<file path="src/rtl/quiz_buzzer_arbiter.sv">
// N-team buzzer arbiter: debounced first-press lock-out, timed winner LED, saturating score edit.
// Optional macro BUZZ_REARM_EN: a team must release its buzzer in IDLE before it can win again.
`timescale 1ns/1ps
module quiz_buzzer_arbiter #(
  parameter int N_TEAMS      = 4,
  parameter int SCORE_W      = 4,
  parameter int DEBOUNCE_CYC = 50_000_000,
  parameter int HOLD_CYC     = 300_000_000,
  parameter int REPEAT_CYC   = 25_000_000,
  parameter int CNT_W        = 32,
  localparam int ID_W        = (N_TEAMS > 1) ? $clog2(N_TEAMS) : 1
) (
  input  logic                       clk,
  input  logic                       rst,
  input  logic [N_TEAMS-1:0]         buzz,
  input  logic                       score_on,
  input  logic [N_TEAMS-1:0]         team_sel,
  input  logic                       inc,
  input  logic                       dec,
  output logic [N_TEAMS-1:0]         led,
  output logic                       winner_valid,
  output logic [ID_W-1:0]            winner_id,
  output logic [1:0]                 state,
  output logic [N_TEAMS*SCORE_W-1:0] scores
);

  typedef enum logic [1:0] {
    S_IDLE   = 2'd0,
    S_LOCKED = 2'd1,
    S_SCORE  = 2'd2,
    S_BAD    = 2'd3
  } state_e;

  localparam logic [CNT_W-1:0] DEB_MAX  = CNT_W'(DEBOUNCE_CYC - 1);
  localparam logic [CNT_W-1:0] HOLD_MAX = CNT_W'(HOLD_CYC - 1);
  localparam logic [CNT_W-1:0] REP_MAX  = CNT_W'(REPEAT_CYC - 1);
  localparam logic [CNT_W-1:0] ONE      = CNT_W'(1);

  state_e                     state_q, state_d;
  logic [N_TEAMS-1:0]         led_q, led_d;
  logic                       vld_q, vld_d;
  logic [ID_W-1:0]            wid_q, wid_d;
  logic [N_TEAMS*SCORE_W-1:0] scores_q, scores_d;
  logic [CNT_W-1:0]           cnt_q [N_TEAMS];
  logic [CNT_W-1:0]           cnt_d [N_TEAMS];
  logic [CNT_W-1:0]           hold_q, hold_d, rep_q, rep_d, rep_eff;
  logic [N_TEAMS-1:0]         sel_prev_q;
  logic                       inc_prev_q, dec_prev_q;
  logic [N_TEAMS-1:0]         qual, win_oh, armed;
  logic [ID_W-1:0]            win_idx;
  logic                       edit, edit_chg;

`ifdef BUZZ_REARM_EN
  logic [N_TEAMS-1:0]         armed_q, armed_d;
  assign armed = armed_q;
`else
  assign armed = '1;
`endif

  function automatic logic [SCORE_W-1:0] sat_step(input logic [SCORE_W-1:0] v, input logic up);
    if (up) return (&v) ? v : v + SCORE_W'(1);
    else    return (v == '0) ? v : v - SCORE_W'(1);
  endfunction

  // A change of selection or direction restarts the repeat interval, counting the current cycle.
  assign edit     = $onehot(team_sel) && (inc ^ dec);
  assign edit_chg = (team_sel != sel_prev_q) || (inc != inc_prev_q) || (dec != dec_prev_q);
  assign rep_eff  = edit_chg ? '0 : rep_q;

  always_comb begin
    state_d  = state_q;
    led_d    = led_q;
    vld_d    = vld_q;
    wid_d    = wid_q;
    scores_d = scores_q;
    cnt_d    = cnt_q;
    hold_d   = hold_q;
    rep_d    = rep_q;
    qual     = '0;
    win_oh   = '0;
    win_idx  = '0;
`ifdef BUZZ_REARM_EN
    armed_d  = armed_q;
`endif
    case (state_q)
      S_IDLE: begin
        rep_d = '0;
        if (score_on) begin
          state_d = S_SCORE;
          for (int i = 0; i < N_TEAMS; i++) cnt_d[i] = '0;
        end else begin
          for (int i = 0; i < N_TEAMS; i++) begin
            qual[i] = buzz[i] && armed[i] && (cnt_q[i] == DEB_MAX);
`ifdef BUZZ_REARM_EN
            if (!buzz[i]) armed_d[i] = 1'b1;
`endif
          end
          // Scan high to low so the lowest qualifying index is the one kept.
          for (int i = N_TEAMS - 1; i >= 0; i--) begin
            if (qual[i]) begin
              win_oh    = '0;
              win_oh[i] = 1'b1;
              win_idx   = ID_W'(i);
            end
          end
          if (|qual) begin
            state_d = S_LOCKED;
            led_d   = win_oh;
            vld_d   = 1'b1;
            wid_d   = win_idx;
            hold_d  = '0;
            for (int i = 0; i < N_TEAMS; i++) cnt_d[i] = '0;
`ifdef BUZZ_REARM_EN
            armed_d = '0;
`endif
          end else begin
            for (int i = 0; i < N_TEAMS; i++) begin
              if (!buzz[i])                               cnt_d[i] = '0;
              else if (armed[i] && (cnt_q[i] < DEB_MAX))  cnt_d[i] = cnt_q[i] + ONE;
            end
          end
        end
      end
      S_LOCKED: begin
        if (hold_q == HOLD_MAX) begin
          state_d = S_IDLE;
          led_d   = '0;
          vld_d   = 1'b0;
          hold_d  = '0;
        end else begin
          hold_d = hold_q + ONE;
        end
      end
      S_SCORE: begin
        if (!score_on) begin
          state_d = S_IDLE;
          rep_d   = '0;
        end else if (edit) begin
          if (rep_eff == REP_MAX) begin
            rep_d = '0;
            for (int i = 0; i < N_TEAMS; i++)
              if (team_sel[i]) scores_d[i*SCORE_W +: SCORE_W] = sat_step(scores_q[i*SCORE_W +: SCORE_W], inc);
          end else begin
            rep_d = rep_eff + ONE;
          end
        end else begin
          rep_d = '0;
        end
      end
      default: begin
        state_d = S_IDLE;
        led_d   = '0;
        vld_d   = 1'b0;
        hold_d  = '0;
        rep_d   = '0;
      end
    endcase
  end

  always_ff @(posedge clk) begin
    if (rst) begin
      state_q    <= S_IDLE;
      led_q      <= '0;
      vld_q      <= 1'b0;
      wid_q      <= '0;
      scores_q   <= '0;
      hold_q     <= '0;
      rep_q      <= '0;
      sel_prev_q <= '0;
      inc_prev_q <= 1'b0;
      dec_prev_q <= 1'b0;
      for (int i = 0; i < N_TEAMS; i++) cnt_q[i] <= '0;
`ifdef BUZZ_REARM_EN
      armed_q    <= '1;
`endif
    end else begin
      state_q    <= state_d;
      led_q      <= led_d;
      vld_q      <= vld_d;
      wid_q      <= wid_d;
      scores_q   <= scores_d;
      hold_q     <= hold_d;
      rep_q      <= rep_d;
      sel_prev_q <= team_sel;
      inc_prev_q <= inc;
      dec_prev_q <= dec;
      cnt_q      <= cnt_d;
`ifdef BUZZ_REARM_EN
      armed_q    <= armed_d;
`endif
    end
  end

  assign led          = led_q;
  assign winner_valid = vld_q;
  assign winner_id    = wid_q;
  assign state        = state_q;
  assign scores       = scores_q;

endmodule

</file>
<file path="config.mk">
export PLATFORM = sky130hd
export DESIGN_NAME = quiz_buzzer_arbiter
export DESIGN_NICKNAME = d
export VERILOG_FILES = /design/src/rtl/quiz_buzzer_arbiter.sv
export SDC_FILE = /design/constraint.sdc
export NUM_CORES = 1
export LEC_CHECK = 0
export ABC_AREA = 0
export BUFFER_PORTS_ARGS = -buffer_cell sky130_fd_sc_hd__buf_4
export CAP_MARGIN = 25
export CORE_MARGIN = 4
export CORE_UTILIZATION = 50
export DETAILED_ROUTE_END_ITERATION = 12
export PLACE_DENSITY = 0.63
export REMOVE_ABC_BUFFERS = 1
export SYNTH_ARGS = -nofsm -noshare
export SYNTH_HDL_FRONTEND = slang
export SYNTH_SLANG_ARGS = --single-unit
</file>
<file path="constraint.sdc">
create_clock -name clk -period 4.45 [get_ports clk]
set_clock_uncertainty 0.15 [all_clocks]
set_input_delay 0 -clock clk [delete_from_list [all_inputs] [get_ports clk]]
set_output_delay 0 -clock clk [all_outputs]
set_load 0.005 [all_outputs]
</file>
==> flow_summary.yaml <==
critical_path:
  worstSetupPathType: "flop to flop"
  worst_setup_path_end_kind: "flop"
  worst-r2r-cell-count: 13
  crit_fanout: 31
  cp.required_ns: 4.66
  start_kind: "flop"
  arrival_ns: 4.28
route:
  totalWireLength_mm: 29.1
  ant_nets: 0
  avgRoutedWirePerCell_um: 16.2
  drc: 0
  drt-pass1-iter-count: 5
  drtIter0Drc: 852
  vias: 10800
  via_per_inst: 6.01
placed_design:
  routabilityCongestion: 0.847
  dp_slack_ns: 0.423
  placedCellCount: 1751
  hpwl_mm: 19.7
  port_buffers: 37
  placed_area_um2: 12300
clocking:
  post_cts_buffers: 0
  cts_tree: "done"
  clk_path_buf_depth: 3
  cts-root-buf: "clkbuf_16"
  ctsHoldBuffers: 13
  cts_resized: 0
  htreeDepth: 1
  cts_buffers: 26
  path_clk_slew_ns: 0.06
  clock_sinks: 223
  clkLatencyLatePin_ns: 0.52
cells_and_area:
  fin_util_pct: 57.7
  final_cells: 1803
  nets: 1513
  drive_gt1_share_pct: 7.99
  antenna-diode-count: 0
  fin_area_um2: 13200
  area_delta_synth_final_pct: 12.3
  fill_cells: 2139
logic_synthesis:
  synth_edf_count: 0
  netlist-cell-type-count: 73
  synth_top_cell_area_share_pct: 37.9
  synth_seq_area_share_pct: 37.9
  yosys.area.top_type: "dfxtp_1"
  synth_area_leaders: "dfxtp_1 (38%), a21oi_1 (5.1%), nor2_1 (4.5%)"
  avgSynthCellArea_um2: 8.10
  yosysMostFrequentCell: "dfxtp_1"
  async_reset_ff_share_pct: 0
  yosysWarnings: 0
  ys_top_cells_by_count: "dfxtp_1 (223), nor2_1 (141), nand2_1 (123)"
  synthCells: 1454
  synth_ff_type: "dfxtp_1"
  netlist_area_um2: 11800
  ys_seq_elements: 223
timing:
  fmax_mhz: 246
  period_share_pct: 91.3
  final_hold_viol_count: 0
  rsz0062_at_grt: "no"
  layout_setup_ws_ns: 0.387
  max-slew-margin-rel_pct: 30.3
  worst_slew_pin_slew_ns: 1.04
  setup_viol: 0
  slew_viol_final: 0
  fin_crit_ns: 4.06
global_routing:
  overflow: 0
  antenna_found_initial: 0
  track_usage_pct: 21.8
  grt_start_max_net_pins: 59
  grt_pass1_wl_mm: 49.1
  grt_pass1_vias: 10100
pwr:
  comb_power_share_pct: 4.2
  vdd_ir_drop_max_mv: 0.255
  power_density_nw_per_um2: 312
  p_clk_share_pct: 47.1
  p_sw_mw: 0.930
  p_sw_share_pct: 22.5
  internal_power_mw: 3.20
  leakagePower_nw: 4.41
  seqPwrFrac_pct: 48.7
  finalPower_mw: 4.13
worst_hold_path:
  hold_path.class: "input port to flop"
  worstHoldPathCells: 3
floorplan:
  core_um2: 22900
  ios: 38
  die_y_um: 161
  die_area_um2: 26100
  fp.dieW_um: 161
  fp-row-count: 55
  start_util_pct: 51.4
flow_run:
  maxCapViolCount: 0
outcome:
  outcome: "complete, no violations"
## area by class of cell
cell class	instances	area (um2)	share of cell area [%]
Multi-Input combinational cell	1116	6870	52.0
Clock inverter	5	30.0	0.227
Timing Repair Buffer	73	581	4.39
Clock buffer	34	732	5.54
Tap cell	313	392	2.96
Sequential cell	223	4460	33.8
Inverter	39	146	1.11
## per-stage QoR
| stage | hold slack (ns) | TNS (ns) |
|---|---|---|
| after floorplan | -0.0833 | -6.52 |
| after global placement | 0.111 | 0 |
| after detailed placement | 0.113 | 0 |
| after CTS | 0.108 | 0 |
| after global routing | 0.157 | 0 |
| final | 0.126 | 0 |
## state kept, by name, summed over array words and instances, names as in the netlist
signal and cells:
cnt_q 128, hold_q 32, rep_q 32, sel_prev_q 4, led 4, winner_id 2
dec_prev_q 1, scores 16, inc_prev_q 1, winner_valid 1, state 2
## cells by family (layout without fill, tap and decap cells)
family	after synthesis	count (layout)	synth area share, %
AND/OR/NAND/NOR	659	659	30.0
AO/OA/AOI/OAI	354	354	19.6
flip-flops	223	223	37.9
buffers and inverters	115	151	3.79
XOR/XNOR	78	78	5.80
adder cells (fa/ha/maj)	21	21	2.55
multiplexers	4	4	0.340
## final timing paths
path	start	end	slack, ns
setup / recovery	dec_prev_q	rep_q[13]	0.39
hold / removal	dec	dec_prev_q	0.13
setup reg to reg	dec_prev_q	rep_q[13]	0.39
hold reg to reg	cnt_q[63]	cnt_q[63]	0.30
## power groups by stage
stage               clock, mW  sequential, mW  combinational (mW)
floorplan                   0            2.05              0.0898
global placement            0            2.05               0.166
detailed placement          0            2.05               0.167
CTS                      2.00            2.01               0.176
global route             2.07            2.01               0.194
finish                   1.94            2.01               0.175
## per-layer routing
layer  wire, um  global-route usage (%)
met5          0                       0
met4        464                    4.77
met3        978                    2.68
met2      13700                    36.6
met1      14000                    30.1
## cell usage in the layout, fill, tap and decap left out, types with 12 or more instances in the layout
cell type / instances
ha_1: 16
xnor2_1: 41
xor2_1: 37
o21ai_0: 55
and2_1: 25
buf_4: 60
inv_1: 38
and3_1: 47
nor3_1: 37
nor4_1: 27
nand2_1: 123
o31ai_1: 29
clkbuf_16: 27
o211ai_1: 21
dfxtp_1: 223
a311oi_1: 14
nand3_1: 72
a31oi_1: 20
or3_1: 24
o21a_1: 12
and4_1: 22
nor2_1: 140
dlygate4sd3_1: 13
a21oi_1: 120
nand4_1: 44
or4_1: 40
## worst max-delay path, cell delays in order, from the launching register on
cell	delay, ns
dfxtp_1	0.30
xor2_1	0.16
or4_1	0.59
nor2_1	0.16
nand2_1	0.09
inv_1	0.06
ha_1	0.17
and3_1	0.20
nand3_1	0.23
or4_1	0.60
o211a_1	0.60
and3_1	0.36
a31oi_1	0.16
a311oi_1	0.06
(Power assumes the default switching activity.)
